==> src/rtl/ring_counter_if.sv <==
// Bus bundle for ring_counter_gen: step/load controls in, state vector and terminal count out.
// ERR is present only when RING_ERR_DET_EN is defined.
interface ring_counter_if #(
    parameter int N = 8
);
    logic         EN;
    logic         MODE;
    logic         DIR;
    logic         LOAD;
    logic [N-1:0] LOAD_VAL;
    logic [N-1:0] Q;
    logic         TC;
`ifdef RING_ERR_DET_EN
    logic         ERR;
`endif

    modport master (
        output EN, MODE, DIR, LOAD, LOAD_VAL,
`ifdef RING_ERR_DET_EN
        input  ERR,
`endif
        input  Q, TC
    );

    modport slave (
        input  EN, MODE, DIR, LOAD, LOAD_VAL,
`ifdef RING_ERR_DET_EN
        output ERR,
`endif
        output Q, TC
    );
endinterface

==> src/rtl/ring_counter_gen.sv <==
// N-bit ring / Johnson sequencer with up/down stepping, parallel load and terminal-count pulse.
// Optional illegal-state detection and recovery is enabled by defining RING_ERR_DET_EN.
module ring_counter_gen #(
    parameter int N = 8
) (
    input logic          CK,
    input logic          RST,
    ring_counter_if.slave bus
);
    logic         mode_q;
    logic [N-1:0] home_cur;
    logic [N-1:0] home_new;
    logic [N-1:0] step_q;
`ifdef RING_ERR_DET_EN
    logic         illegal;
`endif

    function automatic logic [N-1:0] home_of(input logic johnson);
        return johnson ? '0 : {{(N-1){1'b0}}, 1'b1};
    endfunction

    // The Johnson twist is just an inverted feedback bit, so both modes share one shifter.
    function automatic logic [N-1:0] shift_of(input logic [N-1:0] q,
                                              input logic       johnson,
                                              input logic       down);
        logic fb;
        if (down) begin
            fb = q[0] ^ johnson;
            return {fb, q[N-1:1]};
        end
        fb = q[N-1] ^ johnson;
        return {q[N-2:0], fb};
    endfunction

`ifdef RING_ERR_DET_EN
    function automatic logic is_legal(input logic [N-1:0] q, input logic johnson);
        if (johnson)
            return $countones(q[N-2:0] ^ q[N-1:1]) <= 1;
        return $countones(q) == 1;
    endfunction
`endif

    always_comb begin
        home_cur = home_of(mode_q);
        home_new = home_of(bus.MODE);
        step_q   = shift_of(bus.Q, mode_q, bus.DIR);
`ifdef RING_ERR_DET_EN
        illegal  = !is_legal(bus.Q, mode_q);
`endif
    end

    // NOTE: all state here uses non-blocking assignments so every register samples
    // pre-edge values; blocking would let mode_q's update leak into the compare below.
    always_ff @(posedge CK) begin
        mode_q <= bus.MODE;
`ifdef RING_ERR_DET_EN
        bus.ERR <= 1'b0;
`endif
        if (RST) begin
            bus.Q  <= home_new;
            bus.TC <= 1'b0;
        end else if (bus.MODE != mode_q) begin
            bus.Q  <= home_new;
            bus.TC <= 1'b0;
        end else if (bus.LOAD) begin
            bus.Q  <= bus.LOAD_VAL;
            bus.TC <= 1'b0;
        end else if (bus.EN) begin
`ifdef RING_ERR_DET_EN
            if (illegal) begin
                bus.Q   <= home_cur;
                bus.TC  <= 1'b0;
                bus.ERR <= 1'b1;
            end else
`endif
            begin
                bus.Q  <= step_q;
                bus.TC <= (step_q == home_cur);
            end
        end else begin
            bus.TC <= 1'b0;
        end
    end
endmodule

==> src/flat_wrapper.sv <==
// flat-port wrapper written by rule: the top's interface ports become plain ports
module ring_counter_gen_flat 
#(
    parameter int N = 8
)
  (CK, RST, bus_EN, bus_MODE, bus_DIR, bus_LOAD, bus_LOAD_VAL, bus_Q, bus_TC);
  ring_counter_if #(.N(N)) bus_i ();
  input logic CK;
  input logic RST;
  input wire logic [$bits(bus_i.EN)-1:0] bus_EN;
  input wire logic [$bits(bus_i.MODE)-1:0] bus_MODE;
  input wire logic [$bits(bus_i.DIR)-1:0] bus_DIR;
  input wire logic [$bits(bus_i.LOAD)-1:0] bus_LOAD;
  input wire logic [$bits(bus_i.LOAD_VAL)-1:0] bus_LOAD_VAL;
  output wire logic [$bits(bus_i.Q)-1:0] bus_Q;
  output wire logic [$bits(bus_i.TC)-1:0] bus_TC;
  assign bus_i.EN = bus_EN;
  assign bus_i.MODE = bus_MODE;
  assign bus_i.DIR = bus_DIR;
  assign bus_i.LOAD = bus_LOAD;
  assign bus_i.LOAD_VAL = bus_LOAD_VAL;
  assign bus_Q = bus_i.Q;
  assign bus_TC = bus_i.TC;
  ring_counter_gen #(.N(N)) u_core (.CK(CK), .RST(RST), .bus(bus_i));
endmodule
==> config.mk <==
export PLATFORM = sky130hd
export DESIGN_NAME = ring_counter_gen_flat
export DESIGN_NICKNAME = d
export VERILOG_FILES = /design/src/rtl/ring_counter_if.sv /design/src/rtl/ring_counter_gen.sv /design/src/flat_wrapper.sv
export SDC_FILE = /design/constraint.sdc
export NUM_CORES = 1
export LEC_CHECK = 0
export BUFFER_PORTS_ARGS = -buffer_cell sky130_fd_sc_hd__buf_4
export CAP_MARGIN = 5
export CORE_AREA = 2 2 40 42
export DETAILED_ROUTE_END_ITERATION = 10
export DIE_AREA = 0 0 42 44
export GPL_TIMING_DRIVEN = 0
export HOLD_SLACK_MARGIN = 0.12
export MAX_ROUTING_LAYER = met4
export PLACE_DENSITY = 0.73
export SYNTH_ARGS = -nofsm -noshare
export SYNTH_HDL_FRONTEND = slang
export SYNTH_SLANG_ARGS = --single-unit
export TNS_END_PERCENT = 1
==> constraint.sdc <==
create_clock -name CK -period 2.14 [get_ports CK]
set_clock_uncertainty 0.15 [all_clocks]
set_input_delay 0.321 -clock CK [delete_from_list [all_inputs] [get_ports CK]]
set_output_delay 0.321 -clock CK [all_outputs]
set_load 0.02 [all_outputs]
==> run metrics <==
final worst path period share 86.0%; IO Count 23; Tmin final 1840 ps; # diodes 0; main flop type after synthesis edfxtp_1; RSZ-0062 raised after global routing false; Placed Cells 102; share of cells above drive strength 1 around 31%; first-pass GRT wire length ~2.1 mm; Buffers on Ports 21; status finished, final reports clean; CTS sink count 10; Final Max Slew Viols 0; async set or reset register ratio after synthesis 0%; Seq/Total Area, Yosys between 40 and 50%; post-route insts no fill 106; worst-skew pair later-pin latency ~260 ps; DRC 0; worst stage delay on the critical path 540 ps; Top delay family on crit path simple AND/OR/NAND/NOR gates; Hold Crit Class in2reg; Die ar. between 0.0015 and 0.002 sq mm; CTS tree built; crit path launch type flip-flop; Die Wd roughly 42 microns; largest net degree at the start of global routing 11; Avg Cell Area, Syn between 9 and 10 sq um; net count after synthesis 79; nets about 110; Filler cells about 130; crit-path cells buf_6 > xnor2_1 > nand2b_1 > clkbuf_1 > or3_1; vias roughly 560; NetSw 0.143 mW; via count of the first global-routing pass ~530; Iteration-0 DRC Markers 17; critical path data required time ~2000 ps; Sw Ratio ~29%; Synth Instances 65; post-route setup TNS 0 ps; Flop pwr share around 49%; EDFF count, synth 8; Final GP Congestion 0.753; first drt pass iteration count 4; area fraction of the dominant cell type after synthesis a little under two fifths; Final ANT Viol Nets 0; Leakage 0.373 nW; synth cell count leaders nor2_1 (16), a21oi_1 (9), edfxtp_1 (8), mux2i_1 (8), xnor2_1 (3); endpoints failing setup 0; slowest CP cell or3_1; Pwr Density just under 600 mW/mm^2; worst setup margin roughly 300 ps; dpl ws 255 ps; Util after Layout 58.9%; FP Rows 14; DPL Wire Length roughly 980 microns; initial antenna violation count 0; Cell Area, Synth 626 sq um; wire per inst roughly 13 microns; Setup Fix Bufs, Post-CTS 0; CTS Buf Count 3; Sequential Area 280 sq um; CTS H-tree lvls 1; final hold violations 0; vias per inst about 5.3; routed wire length between 1 and 1.5 mm; YS warnings 0; WP data arrival 1650 ps; Area Growth Syn to Fin 33.6%; crit path max fanout 9; synthesis-stage register bit count 10; Pint 0.354 mW; kind of end point of the critical path flip-flop; WS Path Type reg2reg; Clock Path Buffers 2; Die H 44 microns; Starting Density 44.1%; Max Cap Viol 0; core area between 0.001 and 0.0015 sq mm; most frequent cell after synthesis nor2_1; Post-DP Area between 800 and 900 sq um; Synth area leaders edfxtp_1 (38%), mux2i_1 (13%), nor2_1 (9.6%), a21oi_1 (7.2%), dfxtp_1 (6.4%); CP Buf/Inv Count 2; root buf cell clkbuf_4; GRT overflow 0; Peak VDD IR 0.303 mV; Final Power 0.497 mW; footprint of the multi-input gates ~310 sq um; clock power share 25.9%; worst slew pin tran 417 ps; Logic pwr share around 25%; Yosys cell types 22; Max Freq 543 MHz; top cell type by total area after synthesis edfxtp_1; Finished Cell Area about 840 sq um; Total Routing Usage GR around 16%; Worst-path clk slew around 70 ps; Max-slew headroom between 70% and 80%; Hold WS 216 ps
[worst paths after layout]
path                   startpoint              end  slack (ps)  cells past startpoint
setup reg to reg    u_core.mode_q  u_core.bus.Q[1]         300                      5
hold / removal    bus_LOAD_VAL[5]  u_core.bus.Q[5]         220                      3
setup / recovery    u_core.mode_q  u_core.bus.Q[1]         300                      5
hold reg to reg   u_core.bus.Q[3]    u_core.bus.TC         600                      3
[power groups by stage]
stage	sequential, mW	combinational, mW	clock (mW)
4_1_cts	0.242	0.127	0.130
3_5_place_dp	0.246	0.125	0
2_1_floorplan	0.257	0.0625	0
5_1_grt	0.244	0.138	0.141
6_report	0.242	0.126	0.129
3_3_place_gp	0.246	0.123	0
[timing repair]
item	4_1_cts	5_1_grt
hold buffers	1	0
hold endpoints to repair	1	0
endpoints found under the setup margin	0	0
gates resized for setup	0	0
[kinds of logic (layout without fill, tap and decap cells)]
family	after synthesis	in the layout	share of synthesized area, %
compound gates	11	11	9.40
xor+xnor	4	4	5.60
buf+inv	6	31	6.20
flops	10	10	44.8
mux	8	8	12.8
simple gates	26	26	21.2
[tightest hold or removal path, stage by stage]
cell and delay (ps):
buf_4 70, a21oi_1 50, nor2_1 70
[cell usage in the layout (no fill, tap or decap), types with 2 or more instances in the layout]
master / count
buf_4: 21
nor2_1: 16
a21oi_1: 9
mux2i_1: 8
edfxtp_1: 8
xnor2_1: 3
clkbuf_4: 3
clkbuf_1: 2
buf_6: 2
nor3_1: 2
dfxtp_1: 2
[routing by layer]
layer | wire length [microns] | GRT usage, % | vias to the layer above | share of wire (%)
met4 | 0 | 7.10 | 0 | 0
met5 | 0 | - | - | 0
met3 | 98 | 3.75 | 0 | 7.4
li1 | - | - | 279 | -
met2 | 645 | 25.9 | 24 | 49
met1 | 585 | 18.2 | 260 | 44
[cell type report]
cell class	instances	share of cell area [%]
Multi-Input combinational cell	49	36.7
Sequential cell	10	33.5
Timing Repair Buffer	22	20.1
Buffer	5	4.19
Clock buffer	3	2.69
Tap cell	16	2.40
Inverter	1	0.449
[sequential cells by signal, summed over array words and instances, names as in the netlist]
signal and cells:
u_core.bus.Q 8, u_core.mode_q 1, u_core.bus.TC 1
(Power assumes the default switching activity.)
